## src/rtl/pattern_tx_pkg.sv

```systemverilog
// Shared definitions for the pattern transmitter: default sizes and the
// transmitter FSM state encoding.
package pattern_tx_pkg;

    localparam int WIDTH_DEF = 8;
    localparam int CNT_W_DEF = 4;

    typedef enum logic [1:0] {
        IDLE  = 2'd0,
        SHIFT = 2'd1,
        GAP   = 2'd2,
        DONE  = 2'd3
    } state_t;

endpackage

```

## src/rtl/pattern_tx_shreg.sv

```systemverilog
// Loadable MSB-first shift register for the pattern transmitter.
// The pattern is left-aligned on load so the current bit is always the top
// bit of the working register; zeros shift in behind it, so once the last
// bit has gone out the serial output naturally reads 0. A stored copy of the
// pattern and its length lets the top level restart a repetition.
module pattern_tx_shreg
    import pattern_tx_pkg::*;
#(
    parameter int WIDTH = WIDTH_DEF,
    parameter int LEN_W = $clog2(WIDTH) + 1
) (
    input  logic             clk,
    input  logic             rst,
    input  logic             load,
    input  logic             reload,
    input  logic             shift,
    input  logic             clear,
    input  logic [WIDTH-1:0] pattern,
    input  logic [LEN_W-1:0] len,
    output logic             x,
    output logic             last_bit
);

    logic [WIDTH-1:0] pat_q;
    logic [LEN_W-1:0] len_q;
    logic [WIDTH-1:0] data_q;
    logic [LEN_W-1:0] cnt_q;

    // Working register, bit counter and stored copy; clear wins over load,
    // load over reload, reload over shift.
    always_ff @(posedge clk) begin
        if (rst || clear) begin
            pat_q  <= '0;
            len_q  <= '0;
            data_q <= '0;
            cnt_q  <= '0;
        end else if (load) begin
            pat_q  <= pattern;
            len_q  <= len;
            data_q <= pattern << (LEN_W'(WIDTH) - len);
            cnt_q  <= len;
        end else if (reload) begin
            data_q <= pat_q << (LEN_W'(WIDTH) - len_q);
            cnt_q  <= len_q;
        end else if (shift && (cnt_q != '0)) begin
            data_q <= data_q << 1;
            cnt_q  <= cnt_q - LEN_W'(1);
        end
    end

    assign x        = data_q[WIDTH-1];
    assign last_bit = (cnt_q == LEN_W'(1));

endmodule

```

## src/rtl/pattern_tx.sv

```systemverilog
// Pattern transmitter: serialises a captured pattern MSB-first, repeating it
// repeat_cnt+1 times with an optional idle gap between repetitions, and
// pulses done after the final bit. All outputs come straight from flops.
module pattern_tx
    import pattern_tx_pkg::*;
#(
    parameter int WIDTH = WIDTH_DEF,
    parameter int CNT_W = CNT_W_DEF
) (
    input  logic                   clk,
    input  logic                   rst,
    input  logic                   start,
    input  logic [WIDTH-1:0]       pattern,
    input  logic [$clog2(WIDTH):0] len,
    input  logic [CNT_W-1:0]       repeat_cnt,
    input  logic [CNT_W-1:0]       gap,
    input  logic                   abort,
    output logic                   x,
    output logic                   x_valid,
    output logic                   busy,
    output logic                   done
);

    localparam int LEN_W = $clog2(WIDTH) + 1;

    state_t state_q;
    state_t state_d;

    logic [CNT_W-1:0] rep_q;
    logic [CNT_W-1:0] gap_cfg_q;
    logic [CNT_W-1:0] gap_left_q;
    logic [LEN_W-1:0] len_c;
    logic             accept;
    logic             last_bit;
    logic             sr_load;
    logic             sr_reload;
    logic             sr_shift;
    logic             sr_clear;
    logic             rep_step;
    logic             x_valid_d;
    logic             busy_d;
    logic             done_d;

    assign len_c  = (len > LEN_W'(WIDTH)) ? LEN_W'(WIDTH) : len;
    assign accept = start && !abort && (len != '0) &&
                    ((state_q == IDLE) || (state_q == DONE));

    pattern_tx_shreg #(
        .WIDTH (WIDTH),
        .LEN_W (LEN_W)
    ) u_shreg (
        .clk      (clk),
        .rst      (rst),
        .load     (sr_load),
        .reload   (sr_reload),
        .shift    (sr_shift),
        .clear    (sr_clear),
        .pattern  (pattern),
        .len      (len_c),
        .x        (x),
        .last_bit (last_bit)
    );

    // State register.
    always_ff @(posedge clk) begin
        if (rst) begin
            state_q <= IDLE;
        end else begin
            state_q <= state_d;
        end
    end

    // Next-state logic; abort always returns to IDLE without passing DONE.
    always_comb begin
        state_d = state_q;
        case (state_q)
            IDLE, DONE: state_d = accept ? SHIFT : IDLE;
            SHIFT: begin
                if (abort) begin
                    state_d = IDLE;
                end else if (last_bit) begin
                    if (rep_q != '0) begin
                        state_d = (gap_cfg_q != '0) ? GAP : SHIFT;
                    end else begin
                        state_d = DONE;
                    end
                end
            end
            GAP: begin
                if (abort) begin
                    state_d = IDLE;
                end else if (gap_left_q <= CNT_W'(1)) begin
                    state_d = SHIFT;
                end
            end
            default: state_d = IDLE;
        endcase
    end

    // Output and datapath-control decode, looking at the upcoming state so
    // the registered flags line up with the bit the shift register presents.
    always_comb begin
        x_valid_d = (state_d == SHIFT);
        busy_d    = (state_d == SHIFT) || (state_d == GAP);
        done_d    = (state_d == DONE);
        sr_load   = accept;
        sr_reload = (state_d == SHIFT) &&
                    (((state_q == SHIFT) && last_bit) || (state_q == GAP));
        sr_shift  = (state_q == SHIFT) && !sr_reload && (state_d != IDLE);
        sr_clear  = (state_d == IDLE);
        rep_step  = (state_q == SHIFT) && last_bit &&
                    ((state_d == SHIFT) || (state_d == GAP));
    end

    // Registered status outputs.
    always_ff @(posedge clk) begin
        if (rst) begin
            x_valid <= 1'b0;
            busy    <= 1'b0;
            done    <= 1'b0;
        end else begin
            x_valid <= x_valid_d;
            busy    <= busy_d;
            done    <= done_d;
        end
    end

    // Repetition counter counts down remaining repeats; gap counter counts
    // down the idle cycles of the current gap.
    always_ff @(posedge clk) begin
        if (rst) begin
            rep_q      <= '0;
            gap_cfg_q  <= '0;
            gap_left_q <= '0;
        end else if (accept) begin
            rep_q      <= repeat_cnt;
            gap_cfg_q  <= gap;
            gap_left_q <= '0;
        end else begin
            if (rep_step) begin
                rep_q <= rep_q - CNT_W'(1);
            end
            if ((state_q == SHIFT) && (state_d == GAP)) begin
                gap_left_q <= gap_cfg_q;
            end else if ((state_q == GAP) && (gap_left_q != '0)) begin
                gap_left_q <= gap_left_q - CNT_W'(1);
            end
        end
    end

endmodule

```

## config.mk

```make
export PLATFORM = sky130hd
export DESIGN_NAME = pattern_tx
export DESIGN_NICKNAME = d
export VERILOG_FILES = /design/src/rtl/pattern_tx_pkg.sv /design/src/rtl/pattern_tx_shreg.sv /design/src/rtl/pattern_tx.sv
export SDC_FILE = /design/constraint.sdc
export NUM_CORES = 1
export LEC_CHECK = 0
export ABC_AREA = 1
export BUFFER_PORTS_ARGS = -buffer_cell sky130_fd_sc_hd__clkbuf_2
export CAP_MARGIN = 20
export CORE_MARGIN = 3
export CORE_UTILIZATION = 55
export DETAILED_ROUTE_END_ITERATION = 12
export HOLD_SLACK_MARGIN = 0.08
export MAX_ROUTING_LAYER = met4
export PLACE_DENSITY = 0.75
export SYNTH_ARGS = -nofsm -noshare
export SYNTH_HDL_FRONTEND = slang
export SYNTH_SLANG_ARGS = --single-unit
```

## constraint.sdc

```tcl
create_clock -name clk -period 6.5 [get_ports clk]
set_input_delay 0.325 -clock clk [delete_from_list [all_inputs] [get_ports clk]]
set_output_delay 0.325 -clock clk [all_outputs]
set_load 0.005 [all_outputs]
```

---- Yosys cells after proc, flatten, opt, wreduce, memory -nomap -nowiden ----
Cells that the tools add are included.
word-level totals
  register bits ........................... 41
  input port bits ......................... 24
  output and inout port bits .............. 4
  logic and storage cells ................. 76
operators by class
  add/subtract/negate cells ............... 5
  order comparisons ....................... 2
  equality and inequality tests ........... 7
  shift operators ......................... 2
  mux-type cells .......................... 19
  reduce and logical (&&, ||, !) cells .... 30
operators with widths
  operator             count
  $mux 4               8
  $mux 8               3
  $reduce_bool 4->1    5
  $shl 8x4->8          2
  $mux 2               6
  $sub 4x1->4 const B  3
  $logic_and 1x1->1    11
  $eq 2x2->1 const B   4
  $sub 4x4->4 const A  2
  $pmux 2 s3           1
  $reduce_bool 2->1    3
  $eq 2x1->1 const B   2
  $eq 4x1->1 const B   1
  $gt 4x4->1 const B   1
  $le 4x1->1 const B   1
  $logic_not 2->1      2
  $logic_or 1x1->1     4
  $reduce_or 2->1      2
  $reduce_bool 3->1    1
  $logic_not 1->1      2
  $mux 1               1

---- Logic depth before layout (Yosys ltp) ----
  depth after elaboration ................. 15
  mapped depth ............................ 16

---- Cells and area by module ----
A second synthesis with hierarchy kept.
second synthesis, totals
  cell total of the unflattened synthesis .. 455
  area, all modules ....................... 2909.0 µm²
modules (own cells, without submodules)
  module            times used  cells an instance  area an instance (µm²)  sequential area each (µm²)
  pattern_tx_shreg  1           295                1821.7                  480.5
  pattern_tx        1           160                1087.3                  340.3

---- Worst setup path after synthesis ----
No wires, ideal clock.
  path kind ............................... flip-flop to flip-flop
  from .................................... register state_q[0]
  to ...................................... register u_shreg.data_q[1]
  setup time .............................. 0.117 ns
  arrival time ............................ 2.114 ns
  path slack .............................. 4.269 ns
  cell stages (with the launch flop) ...... 16
  path buffers ............................ 2
  period minus slack after synthesis ...... 2.231 ns
  cell sequence ........................... dfxtp_1 -> inv_1 -> ha_1 -> inv_1 -> nor2_4 -> nand2_4 -> inv_2 -> buf_6 -> a21oi_2 -> inv_1 -> ha_1 -> nand2_4 -> nand3_4 -> buf_6 -> o21ai_0 -> nor2_1
on the way
  word-level cells in the longest chain between the ends .. 12
  elaborated cells on any way between the ends .. 27
  those cells by class .................... eq/ne: 4; mux: 8; reduce/logical: 15
ends and longest elaborated chain
  item                                           RTL line                            RTL
  from (decl)                                    pattern_tx.sv:26                    state_t state_q;
  from (signal assigned)                         pattern_tx.sv:69                    state_q <= state_d;
  $eq 2x2->1 or $logic_not 2->1 (tied branches)  pattern_tx.sv:46, pattern_tx.sv:76
  $logic_or 1x1->1                               pattern_tx.sv:46                    ((state_q == IDLE) || (state_q == DONE));
  $logic_and 1x1->1                              pattern_tx.sv:45                    assign accept = start && !abort && (len != '0) &&
  $mux 1                                         pattern_tx.sv:77                    IDLE, DONE: state_d = accept ? SHIFT : IDLE;
  $pmux 2 s3 *                                   pattern_tx.sv:76                    case (state_q)
  named net state_d[0]                           pattern_tx.sv:27                    state_t state_d;
  $eq 2x1->1 *                                   -
  named net x_valid_d                            pattern_tx.sv:40                    logic x_valid_d;
  $logic_and 1x1->1 *                            pattern_tx.sv:107                   sr_reload = (state_d == SHIFT) &&
  $logic_not 1->1                                pattern_tx.sv:109                   sr_shift = (state_q == SHIFT) && !sr_reload && (state_d != IDLE);
  $logic_and 1x1->1 (2 in a row)                 pattern_tx.sv:109
  $logic_and 1x1->1                              pattern_tx_shreg.sv:45              end else if (shift && (cnt_q != '0)) begin
  $reduce_bool 3->1 (no source line)             -
  to (signal assigned)                           pattern_tx_shreg.sv:40              data_q <= pattern << (LEN_W'(WIDTH) - len);
  to (signal assigned)                           pattern_tx_shreg.sv:43              data_q <= pat_q << (LEN_W'(WIDTH) - len_q);
  to (signal assigned)                           pattern_tx_shreg.sv:46              data_q <= data_q << 1;
  to (decl)                                      pattern_tx_shreg.sv:26              logic [WIDTH-1:0] data_q;
Mark *: on every way through the listed nets, which the timed path passes. The rest lies on a longest branch.
A chain may end at the register's enable or synchronous reset.

---- Worst setup path in the final report ----
  from .................................... register state_q[0]
  to ...................................... register u_shreg.pat_q[0]
on the way
  word-level cells in the longest chain between the ends .. 7
  elaborated cells on any way between the ends .. 15
  those cells by class .................... eq/ne: 3; mux: 6; reduce/logical: 6
ends and longest elaborated chain
  item                                           RTL line                            RTL
  $eq 2x2->1 or $logic_not 2->1 (tied branches)  pattern_tx.sv:46, pattern_tx.sv:76
  $logic_or 1x1->1                               pattern_tx.sv:46
  $logic_and 1x1->1                              pattern_tx.sv:45
  $mux 1                                         pattern_tx.sv:77
  $pmux 2 s3                                     pattern_tx.sv:76
  $logic_not 2->1                                pattern_tx.sv:110                   sr_clear = (state_d == IDLE);
  $logic_or 1x1->1                               pattern_tx_shreg.sv:32              if (rst || clear) begin
  to (signal assigned)                           pattern_tx_shreg.sv:38              pat_q <= pattern;
  to (decl)                                      pattern_tx_shreg.sv:24              logic [WIDTH-1:0] pat_q;
Several ways; a longest one is shown, not always the timed one.

==> results.yml <==
status:
  status: "finished, final reports clean"
synthesis:
  syn_nets: 468
  synth.distinct_cells: 34
  synthTopCellsByArea: "dfxtp_1, nand2_1, nand3_1"
  synth_top_area_share_pct: 29.09
  yosysTopAreaCell: "dfxtp_1"
  netlist_area_mm2: 0.002821
  syn_avg_cell_area_um2: 6.577
  ys.warnings.count: 0
  ys_seq_elements: 41
  syn_inst: 429
  seq_area_frac_synth_pct: 29.09
grt:
  overflow: 0
  grt_pass1_wl_um: 11070
  grt_max_degree: 38
  track_usage_pct: 23.14
  antenna_found_initial: 0
  grt_pass1_vias: 2434
clock_network:
  cts_hold_buffers: 0
  cts_root_buffer: "clkbuf_8"
  cts_num_sinks: 41
  cts_inserted_buffers: 5
  cts_resized: 0
  path_clk_slew_ps: 80
  insertion_delay_ps: 300
  cts_tree: "yes"
  htree_levels: 2
  cts_buffer_depth: 2
  cts_setup_buffers: 0
critical_path:
  r2r_start: "state_q[0]"
  crit_buf_inv: 4
  worstPathCellList: "inv_1, ha_1, inv_1, nor2_4, nand2_4, inv_2, a21oi_2, ha_1, nor2_1, inv_1, a211oi_1"
  worst_ep_required_time_ps: 6700
  crit_path_start_kind: "register"
  crit_family: "simple AND/OR/NAND/NOR gates"
  worst_path_most_repeated_cell: "inv_1"
  critPathKind: "reg2reg"
  cp-startpoint: "state_q[0]"
  worst_path_max_delay_cell: "nor2_1"
  critPathMaxStageDelay_ps: 560
  arrival_ps: 3460
  path_max_fanout: 37
  end_kind: "register"
die:
  pin_count: 28
  dieArea_mm2: 0.006026
  row_count: 25
  core_mm2: 0.004848
  initial_core_util_pct: 58.19
  die_w_um: 77.63
  die_h_um: 77.63
drt:
  postRouteAntennaNets: 0
  remaining_drc_errors: 0
  vias_per_cell: 5.349
  post_drt_wl_per_cell_um: 12.84
  num_vias: 2760
  dr.pass1.iters: 4
  wl_um: 6626
  drt-initial-drc-count: 188
pwr:
  seqPwrFrac_pct: 46.1
  p_sw_uw: 154.5
  swShare_pct: 27.17
  intPower_uw: 414.2
  leakage_uw: 0.001413
  ir_worst_vdd_mv: 0.1286
  p_per_area_mw_per_mm2: 187.7
  p_clk_share_pct: 38.1
  combPwrFrac_pct: 15.7
sta:
  maxSlewViolCount: 0
  clock.fmax_ghz: 0.3067
  hold_viol: 0
  finalCritPeriodShare_pct: 50.16
  setup_tns_ps: 0
  max_slew_margin_pct: 52.41
  holdWs_ps: 291.1
  finClkSkew_ps: 11.79
  min_period_ps: 3261
  rsz0062_at_grt: "no"
  worstMarginPinSlew_ps: 711.2
  setup_violations: 0
place:
  place.gp.congestion: 0.9612
  hpwl_um: 5117
  portBuffers: 27
min_path:
  hold_path_class: "in2reg"
  hold_start: "repeat_cnt[2]"
finish:
  antenna_cells: 0
  fill_cells: 467
  layout_common_cells: "nand2_1, nand3_1, inv_1, nor2_1, dfxtp_1"
  layout.nets: 487
  area_delta_synth_final_pct: 7.406
  drive_above_1_share_pct: 12.92
  final_common_cell: "nand2_1"
run:
  max-cap-violations: 0
[cells in the mapped netlist (all sizes together)]
library cell / n
a211oi: 8
a21oi: 21
a22o: 1
a31oi: 4
and2: 1
buf: 13
clkbuf: 2
dfxtp: 41
ha: 15
inv: 49
nand2: 121
nand3: 57
nand3b: 1
nand4: 1
nor2: 52
nor3: 3
o211ai: 1
o21ai: 28
o21bai: 1
or2: 2
xnor2: 3
xor2: 4
[path summary, 6_finish.rpt]
check / endpoint / slack [ps] / depth (start not counted)
worst max-delay path: u_shreg.pat_q[0] / 3240 / 11
worst min-delay path: rep_q[2] / 290 / 3
worst max register to register: u_shreg.pat_q[0] / 3240 / 11
worst min register to register: gap_cfg_q[3] / 480 / 2
[layer usage]
metal | GRT usage (%) | vias to the layer above | wire [um]
met5 | - | - | 0
met4 | 7.295 | 0 | 92
met3 | 3.712 | 13 | 405
met2 | 33.82 | 80 | 2784
met1 | 32.68 | 1238 | 3343
li1 | - | 1429 | -
[state kept, by name, indices dropped and copies added, names as in the netlist]
register	cells
x_valid	1
busy	1
u_shreg.data_q	8
done	1
gap_left_q	4
state_q	2
u_shreg.cnt_q	4
gap_cfg_q	4
u_shreg.pat_q	8
rep_q	4
u_shreg.len_q	4
[through the flow]
stage | setup slack [ps] | power, uW | cell area [um^2] | utilization (%) | instances
2_1_floorplan | 4269 | 337.0 | 2821 | - | 429
5_1_grt | 2878 | 591.8 | 3030 | 62.50 | 516
4_1_cts | 3306 | 570.2 | 3030 | 62.50 | 516
6_report | 3239 | 568.7 | 3030 | 62.50 | 516
3_5_place_dp | 3365 | 356.0 | 2910 | 60.03 | 508
3_3_place_gp | 3468 | 353.8 | 2910 | 60.03 | 508
[worst reg2reg max path: stages, from the launching register on]
cell and delay, ps:
dfxtp_1 360, inv_1 70, ha_1 290, inv_1 70, nor2_4 160, nand2_4 250
inv_2 380, a21oi_2 100, ha_1 230, nor2_1 560, inv_1 370, a211oi_1 310
[power groups by stage]
stage          Clock, uW  Sequential [uW]  Combinational, uW
3_5_place_dp           0              268               87.9
5_1_grt              227              263                102
4_1_cts              219              262               88.8
6_report             217              262               89.5
3_3_place_gp           0              268               85.8
2_1_floorplan          0              267               70.1
[final cells by class]
class	instances	area (um^2)	area share (%)
Clock buffer	6	82.58	2.725
Timing Repair Buffer	27	135.1	4.459
Multi-Input combinational cell	324	1687	55.66
Inverter	49	183.9	6.069
Sequential cell	41	820.8	27.09
Clock inverter	2	37.54	1.239
Tap cell	67	83.83	2.766
[logic make-up (layout without fill, tap and decap cells)]
kind of cell,count (synthesis),count (layout),share of synthesized area [%]
flops,41,41,29.09
compound gates,64,64,12.68
fa+ha+maj,15,15,6.652
simple gates,238,238,38.00
buf+inv,64,84,11.13
xor+xnor,7,7,2.439
No activity file was read; power rests on OpenSTA's default activity.
